### src/rtl/dmem_port_arbiter.sv
// dmem_port_arbiter: serialises the two lane memory requests of a dual-issue
// bundle onto one shared memory port. Lane 0 (older) always goes first.
//
// Ports:
//   clk, reset (async, active-low)
//   lane 0/1 : mem_readN, mem_writeN, addrN[AW], wdataN[DW]
//   pipeline : stall_mem, resp_valid, rdata0[DW], rdata1[DW]
//   memory   : mem_req, mem_we, mem_addr[AW], mem_wdata[DW], mem_ready, mem_rdata[DW]
//
// Optional feature: define DMEM_ST_LD_FWD_EN to forward lane-0 store data
// to a lane-1 load of the same address without a second memory access.
module dmem_port_arbiter #(
  parameter int unsigned DW = 32,
  parameter int unsigned AW = 32
) (
  input  logic          clk,
  input  logic          reset,
  input  logic          mem_read0,
  input  logic          mem_write0,
  input  logic [AW-1:0] addr0,
  input  logic [DW-1:0] wdata0,
  input  logic          mem_read1,
  input  logic          mem_write1,
  input  logic [AW-1:0] addr1,
  input  logic [DW-1:0] wdata1,
  output logic          stall_mem,
  output logic          resp_valid,
  output logic [DW-1:0] rdata0,
  output logic [DW-1:0] rdata1,
  output logic          mem_req,
  output logic          mem_we,
  output logic [AW-1:0] mem_addr,
  output logic [DW-1:0] mem_wdata,
  input  logic          mem_ready,
  input  logic [DW-1:0] mem_rdata
);

  typedef enum logic [1:0] {
    ST_IDLE = 2'd0,
    ST_REQ0 = 2'd1,
    ST_REQ1 = 2'd2,
    ST_DONE = 2'd3
  } state_t;

  state_t        r_state;
  logic          r_mem_req;
  logic          r_mem_we;
  logic          r_resp_valid;
  logic [DW-1:0] r_rdata0;
  logic [DW-1:0] r_rdata1;

  logic w_active0;
  logic w_active1;
  logic w_fwd;

  assign w_active0 = mem_read0 | mem_write0;
  assign w_active1 = mem_read1 | mem_write1;

  // Lane 1 is a load (write has precedence) of the address lane 0 stores to
`ifdef DMEM_ST_LD_FWD_EN
  assign w_fwd = mem_write0 & w_active1 & ~mem_write1 & (addr0 == addr1);
`else
  assign w_fwd = 1'b0;
`endif

  // Sequencer: state plus registered request/response outputs
  always_ff @(posedge clk or negedge reset) begin
    if (!reset) begin
      r_state      <= ST_IDLE;
      r_mem_req    <= 1'b0;
      r_mem_we     <= 1'b0;
      r_resp_valid <= 1'b0;
      r_rdata0     <= '0;
      r_rdata1     <= '0;
    end else begin
      case (r_state)
        ST_IDLE: begin
          r_resp_valid <= 1'b0;
          if (w_active0) begin
            r_state   <= ST_REQ0;
            r_mem_req <= 1'b1;
            r_mem_we  <= mem_write0;
          end else if (w_active1) begin
            r_state   <= ST_REQ1;
            r_mem_req <= 1'b1;
            r_mem_we  <= mem_write1;
          end
        end
        ST_REQ0: begin
          if (mem_ready) begin
            if (!mem_write0) r_rdata0 <= mem_rdata;
            if (w_active1 && !w_fwd) begin
              r_state  <= ST_REQ1;
              r_mem_we <= mem_write1;
            end else begin
              r_state      <= ST_DONE;
              r_mem_req    <= 1'b0;
              r_mem_we     <= 1'b0;
              r_resp_valid <= 1'b1;
              if (w_fwd) r_rdata1 <= wdata0;
            end
          end
        end
        ST_REQ1: begin
          if (mem_ready) begin
            if (!mem_write1) r_rdata1 <= mem_rdata;
            r_state      <= ST_DONE;
            r_mem_req    <= 1'b0;
            r_mem_we     <= 1'b0;
            r_resp_valid <= 1'b1;
          end
        end
        default: begin
          r_state      <= ST_IDLE;
          r_mem_req    <= 1'b0;
          r_mem_we     <= 1'b0;
          r_resp_valid <= 1'b0;
        end
      endcase
    end
  end

  // Request fields follow the lane being serviced; inputs are held stable by the stall
  assign mem_addr  = (r_state == ST_REQ1) ? addr1  : addr0;
  assign mem_wdata = (r_state == ST_REQ1) ? wdata1 : wdata0;

  // In IDLE the stall must rise in the same cycle the bundle arrives
  always_comb begin
    stall_mem = 1'b0;
    case (r_state)
      ST_IDLE: stall_mem = w_active0 | w_active1;
      ST_REQ0: stall_mem = 1'b1;
      ST_REQ1: stall_mem = 1'b1;
      default: stall_mem = 1'b0;
    endcase
  end

  assign mem_req    = r_mem_req;
  assign mem_we     = r_mem_we;
  assign resp_valid = r_resp_valid;
  assign rdata0     = r_rdata0;
  assign rdata1     = r_rdata1;

endmodule

### config.mk
export PLATFORM = sky130hd
export DESIGN_NAME = dmem_port_arbiter
export DESIGN_NICKNAME = d
export VERILOG_FILES = /design/src/rtl/dmem_port_arbiter.sv
export SDC_FILE = /design/constraint.sdc
export NUM_CORES = 1
export LEC_CHECK = 0
export CAP_MARGIN = 20
export CORE_AREA = 2 2 115 117
export CTS_CLUSTER_SIZE = 28
export DETAILED_ROUTE_END_ITERATION = 6
export DIE_AREA = 0 0 117 119
export DONT_BUFFER_PORTS = 1
export PLACE_DENSITY = 0.46
export SLEW_MARGIN = 40
export SYNTH_ARGS = -nofsm -noshare
export SYNTH_HDL_FRONTEND = slang
export SYNTH_SLANG_ARGS = --single-unit
### constraint.sdc
create_clock -name clk -period 1.9 [get_ports clk]
set_input_delay 0.285 -clock clk [delete_from_list [all_inputs] [get_ports clk]]
set_output_delay 0.285 -clock clk [all_outputs]
set_load 0.02 [all_outputs]
# After elaboration in Yosys (flattened, before gate mapping)
# Index checks and enable logic that the tools add are counted.
word_totals:
  reg_bits: 69
  in_bits: 167
classes:
  eq_ne: 6
  n_mux: 24
  bitwise: 5
  reduce_logical: 7
op_table:
  columns: ["operator", "n"]
  rows:
  - ["$mux 32", 2]
  - ["$mux 1", 13]
  - ["$reduce_and 3->1", 4]
  - ["$mux 2", 4]
  - ["$ne 2x2->1 const B", 3]
  - ["$pmux 1 s3", 2]
  - ["$pmux 2 s3", 1]
  - ["$pmux 1 s2", 2]
  - ["$reduce_and 4->1", 1]
  - ["$ne 3x3->1 const B", 1]
  - ["$or 1x1->1", 3]
  - ["$eq 2x1->1 const B", 1]
  - ["$eq 2x2->1 const B", 1]
  - ["$logic_not 2->1", 1]
  - ["$not 1->1", 2]
  - ["$reduce_or 2->1", 1]

# Longest topological paths before layout
# Gate-level depths: netlist of run 1.
logic_depth:
  depth_word: 4
  ltp_mapped: 6

# Least setup slack after synthesis of run 1
# No wires, ideal clock.
synth_path:
  path_type: "reg2out"
  start: "register r_state[0]"
  end: "output port mem_addr[10]"
  arrival_ps: 1532
  path_slack_ps: 83
  path_stages_with_launch: 6
  path_cell_list: "dfrtp_1 inv_1 ha_1 buf_2 buf_2 mux2_2"
synth_between:
  elab_chain_cells: 2
synth_rtl:
  columns: ["element", "line", "rtl"]
  rows:
  - ["start: declaration", "45", "state_t r_state;"]
  - ["start signal: assignment", "69", "r_state <= ST_IDLE;"]
  - ["start signal: assignment", "80", "r_state <= ST_REQ0;"]
  - ["start signal: assignment", "84", "r_state <= ST_REQ1;"]
  - ["$eq 2x2->1", "124", "assign mem_addr = (r_state == ST_REQ1) ? addr1 : addr0;"]
  - ["$mux 32", "124", null]
  - ["end: declaration", "32", "output logic [AW-1:0] mem_addr,"]
# Every way passes these cells.

# Worst setup path after layout of run 1
layout_path:
  start: "register r_state[0]"
  end: "output port mem_wdata[2]"
layout_between:
  elab_chain_cells: 2
layout_rtl:
  columns: ["element", "line", "rtl"]
  rows:
  - ["$eq 2x2->1", "125", "assign mem_wdata = (r_state == ST_REQ1) ? wdata1 : wdata0;"]
  - ["$mux 32", "125", null]
  - ["end: declaration", "33", "output logic [DW-1:0] mem_wdata,"]
# Every way passes these cells.

==> qor_table.md, run 1 <==
| Stage | Quantity | Value |
|---|---|---|
| run status | Run status | complete, but fails checks |
| run status | Violated checks | hold timing, setup timing |
| place | Instance area after placement | 3790 um2 |
| finish | Combined flip-flop and latch cell area | 1730 um2 |
| floorplan | Die X-Extent | 117 um |
| setup path | Largest fanout on the critical path | 6 |
| clock tree | Num Clock Sinks | 69 |
| detailed routing | Post-route DRC | 0 |
| setup path | Destination of the critical timing path | mem_wdata[2] |
| logic synthesis | Yosys cell types | 27 |
| logic synthesis | Parity-gate share of the synthesized area counting xor and xnor cells | 0 |
| sta | Sum Neg Setup Slack | -1.39 ns |
| logic synthesis | Asr flop ratio synth | 1.00 |
| sta | Final cycle utilization of the critical path | 1.03 |
| setup path | Required time of the critical path | 1.62 ns |
| sta | Worst max-slew margin expressed relative to the limit | 0.793 |
| detailed routing | Total via count in the routed design | 2224 |
| setup path | Capture instance of the worst register-to-register path | mem_we |
| setup path | Worst reg2reg path depth | 6 |
| logic synthesis | Post-synthesis instance total | 246 |
| worst hold path | Type of the tightest min-delay check | in2async |
| power and ir drop | P_leak | 2.03 nW |
| detailed routing | DRT antenna net count | 0 |
| finish | Area occupied by multi-input gates | 1990 um2 |
| sta | Worst hold slack | -0.348 ns |
| logic synthesis | Synthesized-area fraction occupied by adder cells | 0.0209 |
| logic synthesis | Simple-gate share of the synthesized area | 0.0345 |
| detailed routing | Routed via count divided by cell count | 5.01 |
| flow run | Number of maximum-capacitance violations | 0 |
| grt | Pin count of the biggest net entering global routing | 70 |
| grt | Overflow after GRT | 0 |
| clock tree | Clk_lat worst skew | 0.32 ns |
| place | DPL Wire Length | 7780 um |
| detailed routing | Number of DRC violations after detailed-routing iteration 0 | 70 |
| sta | Min Clock Period, post-route | 1.95 ns |
| logic synthesis | Cell area after synthesis | 3590 um2 |
| detailed routing | Wire length per cell | 24.9 um |
| finish | Number of nets in the finished design | 435 |
| sta | Final setup slack of the worst path | -0.0515 ns |
| place | Routability cong. | 0.715 |
| place | IO buf count | 0 |
| logic synthesis | Yosys Warn Count | 0 |
| clock tree | Deepest clock path buffer count | 2 |
| finish | Synthesis-to-layout area growth | 28.5% |
| logic synthesis | Number of flip-flops and latches in the synthesized netlist | 69 |
| grt | Aggregate global-route resource usage | 0.147 |
| setup path | Critical path origin | r_state[0] |
| sta | Final count of hold timing violations | 69 |
| floorplan | I/O pins | 299 |
| sta | Timing-limited maximum frequency | 512 MHz |
| logic synthesis | Portion of netlist area occupied by mux cells | 0.417 |
| floorplan | Core Region | 12900 um2 |
| setup path | Type of destination of the critical path | output port |
| floorplan | Die Outline Area | 13900 um2 |
| finish | Commonest non-fill, non-tap cell in the layout | sky130_fd_sc_hd__mux2_2 |
| grt | Via count of the first global-routing pass | 2443 |
| sta | Final count of negative-setup-slack endpoints | 55 |
| logic synthesis | Most common flop cell mapped by yosys | sky130_fd_sc_hd__dfrtp_1 |
| detailed routing | Drt first pass iters | 4 |
| logic synthesis | Post-synthesis cell type with the largest combined area | sky130_fd_sc_hd__dfrtp_1 |
| logic synthesis | Post-synth net total | 419 |
| finish | Fraction of the core area covered by cells at the end of the flow | 0.358 |
| finish | Leading cell types in the layout, fill and taps excluded | 72 x sky130_fd_sc_hd__mux2_2, 69 x sky130_fd_sc_hd__dfrtp_1, 55 x sky130_fd_sc_hd__mux2_4 |
| floorplan | FP Rows | 42 |
| power and ir drop | Power per standard cell area | 2070 nW/um2 |
| logic synthesis | Fraction of the yosys area taken by sequential cells | 0.482 |
| finish | Filler cell count in the final layout | 1263 |
| sta | Layout Skew | 0.00502 ns |
| logic synthesis | Area contributors post-synth | sky130_fd_sc_hd__dfrtp_1 48%, sky130_fd_sc_hd__mux2_2 40%, sky130_fd_sc_hd__ha_1 2.1% |
| clock tree | Clock transition at the registers of the reported paths | 0.06 ns |
| clock tree | # H-tree levels | 3 |
| setup path | Launching point of the worst reg2reg path | r_state[0] |
| logic synthesis | Main combinational cell family by area after synthesis | multiplexers |
| power and ir drop | VDD IR-drop max | 739 uV |
| grt | Global-route wire length before repair | 15000 um |
| floorplan | Initial Utilization | 0.279 |
| setup path | Crit path DAT | 1.67 ns |
| grt | Number of antenna violations at the first check in global routing | 1 |
| finish | Final Instance Area | 4610 um2 |
| logic synthesis | Post-synth top area share | 0.482 |
| sta | RSZ-0062 raised after global routing | true |
| finish | Share of post-route cells with drive strength above 1 | 0.644 |
| logic synthesis | Post-synthesis area per instance | 14.6 um2 |
| setup path | Critical path launch point type | register |
| floorplan | Die Y-Extent | 119 um |
| logic synthesis | Share of the synthesized area in compound gates (AO/OA/AOI/OAI) | 0.0188 |
| setup path | Worst setup path category | reg2out |
| clock tree | Clock root cell | sky130_fd_sc_hd__clkbuf_16 |
| logic synthesis | Number of enable flip-flop cells after synthesis | 0 |
| setup path | Setup slack of the worst register-to-register path | 0.05 ns |
| detailed routing | Wirelength, routed | 11000 um |
| clock tree | Clock tree from TritonCTS | done |
| clock tree | Number of clock buffers inserted by TritonCTS | 9 |
| sta | Number of max-slew violations in the final report | 0 |
| sta | Actual slew at the worst max-slew pin | 0.309 ns |
[critical path, cell delays in order, from the launching register on]
cell and delay, ns:
sky130_fd_sc_hd__dfrtp_1 0.40, sky130_fd_sc_hd__inv_2 0.09, sky130_fd_sc_hd__ha_4 0.19, sky130_fd_sc_hd__buf_12 0.15
sky130_fd_sc_hd__clkbuf_16 0.16, sky130_fd_sc_hd__mux2_4 0.34
[worst min path at each step]
| stage | end | from | slack, ns |
|---|---|---|---|
| CTS | rdata0[15] | reset | -0.36 |
| global route | rdata0[19] | reset | -0.37 |
| global placement | rdata0[15] | reset | -0.009 |
| floorplan | mem_req | reset | -0.01 |
| finish | rdata0[15] | reset | -0.35 |
| detailed placement | rdata0[15] | reset | -0.009 |
[layer usage]
| metal | share of wire | global-route usage | wire length (um) | vias to the layer above |
|---|---|---|---|---|
| met4 | 0.0090 | 0.0419 | 99 | 0 |
| met1 | 0.35 | 0.164 | 3840 | 1118 |
| met2 | 0.53 | 0.253 | 5820 | 156 |
| met5 | 0 | 0 | 0 | - |
| met3 | 0.12 | 0.0656 | 1290 | 11 |
| li1 | - | - | - | 939 |
[layout make-up]
class	instances	share of cell area
tap	176	0.0478
clock inverter	5	0.0182
inverter	3	0.00244
timing repair buffer	19	0.0720
antenna	1	0.000543
multi-input combinational	160	0.432
sequential	69	0.375
clock buffer	11	0.0527
[through the flow]
stage	power, mW	worst slack [ns]	instances	hold slack, ns
finish	9.52	-0.0515	444	-0.348
CTS	9.45	-0.0616	440	-0.364
detailed placement	6.65	0.0903	413	-0.00907
global route	9.98	-0.106	443	-0.371
global placement	6.60	0.125	413	-0.00924
floorplan	6.06	0.0834	246	-0.0106
[sequential cells by signal, indices dropped and copies added (netlist names)]
name	flops
mem_req	1
r_state	2
resp_valid	1
rdata0	32
mem_we	1
rdata1	32
[power breakdown]
group	internal (mW)	switching [mW]	total, mW	leakage (nW)
sequential	2.21	1.46	3.67	0.829
clock	1.19	0.600	1.79	0.152
combinational	2.20	1.86	4.06	1.05
total	5.60	3.92	9.52	2.03
[cells by family after synthesis]
family                   Yosys count
multiplexers                     133
AO/OA/AOI/OAI                      8
AND/OR/NAND/NOR                   13
buffers and inverters             17
flip-flops                        69
adder cells (fa/ha/maj)            6
[synth_stat cells (2+ instances only)]
cell type	count
sky130_fd_sc_hd__a21oi_1	2
sky130_fd_sc_hd__dfrtp_1	69
sky130_fd_sc_hd__buf_4	6
sky130_fd_sc_hd__inv_1	3
sky130_fd_sc_hd__ha_1	6
sky130_fd_sc_hd__mux2_1	5
sky130_fd_sc_hd__nor2_1	2
sky130_fd_sc_hd__mux2_2	127
sky130_fd_sc_hd__nand3b_4	2
sky130_fd_sc_hd__buf_2	7
[timing repair]
| item | CTS | global route |
|---|---|---|
| hold endpoints to repair | 69 | 69 |
| setup endpoints to repair | 65 | 65 |
| gates resized for setup | 61 | 5 |
| cloned | 5 | 2 |
| buffers inserted | 6 | 1 |
No activity file was read; power rests on OpenSTA's default activity.
==> run 2, diff against run 1 <==
==> constraint.sdc (replaced) <==
create_clock -name clk -period 1.9 [get_ports clk]
set_input_delay 0.475 -clock clk [delete_from_list [all_inputs] [get_ports clk]]
set_output_delay 0.475 -clock clk [all_outputs]
set_load 0.02 [all_outputs]
==> run 2 against run 1 <==
Against the previous run: first-iteration DRC count rose by 19%; hold slack improved by 0.19 ns; largest power group unchanged; critical path depth did not move; largest cell class unchanged; the run still ends with hold timing, setup timing left; design area rose by 1.5%; fmax fell by 7.4%; sequential cell count did not move; total power rose by 0.88%.
==> qor_table.md, run 2 (synthesis results as in run 1) <==
| Stage | Quantity | Value | Delta |
|---|---|---|---|
| finish | Fraction of the core area covered by cells at the end of the flow | 0.363 | +0.00525 |
| grt | Number of antenna violations at the first check in global routing | 2 | +1 |
| sta | Number of max-slew violations in the final report | 0 | unchanged |
| clock tree | Number of clock buffers inserted by TritonCTS | 9 | unchanged |
| setup path | Required time of the critical path | 1.42 ns | -0.20 ns |
| detailed routing | Detailed-routed wire length on met3 | 1270 um | -1.6% |
| floorplan | Core Region | 12900 um2 | unchanged |
| floorplan | Die Y-Extent | 119 um | unchanged |
| floorplan | Die Outline Area | 13900 um2 | unchanged |
| grt | Via count of the first global-routing pass | 2467 | +0.98% |
| setup path | Slowest cell on crit path | sky130_fd_sc_hd__dfrtp_1 |  |
| run status | Run status | complete, but fails checks |  |
| detailed routing | Length of routed met2 wiring | 6080 um | +4.6% |
| sta | Worst hold slack | -0.162 ns | +0.186 ns |
| power and ir drop | VDD IR-drop max | 796 uV | +7.7% |
| setup path | Type of destination of the critical path | output port |  |
| power and ir drop | P_leak | 2.08 nW | +2.4% |
| sta | Final count of hold timing violations | 69 | unchanged |
| clock tree | Clock transition at the registers of the reported paths | 0.06 ns | about the same |
| place | Routability cong. | 0.846 | +18% |
| grt | Overflow after GRT | 0 | unchanged |
| detailed routing | Number of DRC violations after detailed-routing iteration 0 | 83 | +19% |
| place | IO buf count | 0 | unchanged |
| setup path | Ordered cell list for the critical path | inv_2 > ha_4 > buf_12 > clkbuf_16 > mux2_4 |  |
| setup path | Largest fanout on the critical path | 5 | -1 |
| clock tree | # H-tree levels | 3 | unchanged |
| grt | Pin count of the biggest net entering global routing | 70 | unchanged |
| place | Cell count after placement | 417 | +0.97% |
| flow run | Number of maximum-capacitance violations | 0 | unchanged |
| place | DPL Wire Length | 8480 um | +8.9% |
| floorplan | Initial Utilization | 0.279 | unchanged |
| sta | Final setup slack of the worst path | -0.207 ns | -0.155 ns |
| finish | Share of post-route cells with drive strength above 1 | 0.658 | +0.0138 |
| clock tree | Deepest clock path buffer count | 2 | unchanged |
| clock tree | Clk_lat worst skew | 0.32 ns | about the same |
| finish | Final Instance Area | 4680 um2 | +1.5% |
| grt | Global-route wire length before repair | 15500 um | +3.9% |
| sta | Final count of negative-setup-slack endpoints | 65 | +18% |
| clock tree | Clock root cell | sky130_fd_sc_hd__clkbuf_16 |  |
| finish | Number of nets in the finished design | 437 | +0.46% |
| detailed routing | Routed via count divided by cell count | 5.05 | +0.80% |
| clock tree | Num Clock Sinks | 69 | unchanged |
| setup path | Critical path launch point type | register |  |
| power and ir drop | Sum of internal, switching and leakage power | 9.60 mW | +0.88% |
| place | Instance area after placement | 3840 um2 | +1.5% |
| detailed routing | Wire length per cell | 25.4 um | +2.2% |
| run status | Violated checks | hold timing, setup timing |  |
| sta | RSZ-0062 raised after global routing | true |  |
| detailed routing | Highest routed metal layer | met4 |  |
| detailed routing | Drt first pass iters | 4 | unchanged |
| finish | Filler cell count in the final layout | 1226 | -2.9% |
| finish | Leading cell types in the layout, fill and taps excluded | 69 x sky130_fd_sc_hd__dfrtp_1, 64 x sky130_fd_sc_hd__mux2_4, 63 x sky130_fd_sc_hd__mux2_2 |  |
| setup path | Largest stage delay on the critical path | 0.39 ns | about the same |
| finish | Post-layout instance count excluding filler cells | 447 | +0.68% |
| floorplan | Die X-Extent | 117 um | unchanged |
| floorplan | I/O pins | 299 | unchanged |
| clock tree | Clock tree from TritonCTS | done |  |
| sta | Timing-limited maximum frequency | 475 MHz | -7.4% |
| setup path | Crit path DAT | 1.63 ns | -0.04 ns |
| worst hold path | Type of the tightest min-delay check | in2async |  |
| place | Worst slack at placement | 0.0447 ns | -0.0456 ns |
| finish | Commonest non-fill, non-tap cell in the layout | sky130_fd_sc_hd__dfrtp_1 |  |
| sta | Actual slew at the worst max-slew pin | 0.276 ns | -0.0333 ns |
| detailed routing | Post-route DRC | 0 | unchanged |
| sta | Sum Neg Setup Slack | -10.12 ns | -8.74 ns |
| sta | Layout Skew | 0.00282 ns | -0.00220 ns |
| detailed routing | Met1 Routed Length | 3850 um | +0.23% |
| detailed routing | DRT antenna net count | 0 | unchanged |
| setup path | Worst setup path category | reg2out |  |
| detailed routing | Total via count in the routed design | 2257 | +1.5% |
| detailed routing | Wirelength, routed | 11400 um | +2.9% |
| finish | Synthesis-to-layout area growth | 30.4% |  |
| power and ir drop | Power per standard cell area | 2050 nW/um2 | -0.58% |
| sta | Final cycle utilization of the critical path | 1.11 | +0.0817 |
| grt | Aggregate global-route resource usage | 0.156 | +0.00886 |
| sta | Min Clock Period, post-route | 2.11 ns | +0.155 ns |
| setup path | Launching point of the worst reg2reg path | r_state[1] |  |
| setup path | Critical path origin | r_state[0] |  |
| floorplan | FP Rows | 42 | unchanged |
| sta | Worst max-slew margin expressed relative to the limit | 0.815 | +0.0223 |
run 2: cell count changes in the layout (fill, tap and decap cells not counted), moves of 2 or more:
cell                       change
sky130_fd_sc_hd__mux2_4        +9
sky130_fd_sc_hd__buf_12        +2
sky130_fd_sc_hd__buf_16        -2
sky130_fd_sc_hd__ha_4          +2
sky130_fd_sc_hd__mux2_2        -9
sky130_fd_sc_hd__clkinv_2      +2
run 2: cell type report:
type	count	area [um2]	share of cell area
Multi-Input combinational cell	160	2050	0.438
Clock buffer	10	239	0.0511
Antenna cell	2	5.00	0.00107
Timing Repair Buffer	21	335	0.0717
Tap cell	176	220	0.0471
Sequential cell	69	1730	0.369
Clock inverter	6	86.3	0.0185
Inverter	3	16.3	0.00348
run 2: power breakdown:
| part | total [mW] | switching, mW | internal, mW |
|---|---|---|---|
| logic | 4.14 | 1.85 | 2.28 |
| clock network | 1.79 | 0.605 | 1.18 |
| registers | 3.68 | 1.47 | 2.21 |
| total | 9.60 | 3.92 | 5.68 |
run 2: critical path: cells and delay by family, from the launching register on:
| kind | cells | cell delay (ns) |
|---|---|---|
| flops | 1 | 0.39 |
| buf+inv | 3 | 0.38 |
| mux | 1 | 0.33 |
| fa+ha+maj | 1 | 0.20 |
run 2: routing by layer:
layer	up-vias	GRT usage
met4	0	0.0522
met5	-	0
met2	160	0.278
met1	1143	0.151
met3	14	0.0855
li1	940	-
run 2: final timing paths:
path                               end  slack [ns]  cells after the start
max                        mem_addr[2]       -0.21                      5
min                         rdata0[27]       -0.16                      0
max reg2reg                 r_state[0]        0.11                      7
min reg2reg                  rdata1[4]        0.65                      1
max in group asynchronous   rdata0[16]        1.96                      0
min in group clk             rdata1[5]        0.28                      1
run 2: repair_timing:
action / CTS / global route
gates resized for setup: 74 / 6
pin swaps: 2 / 2
cloned: 4 / 2
setup buffers: 7 / 3
endpoints found under the setup margin: 65 / 68
endpoints found under the hold margin: 69 / 69
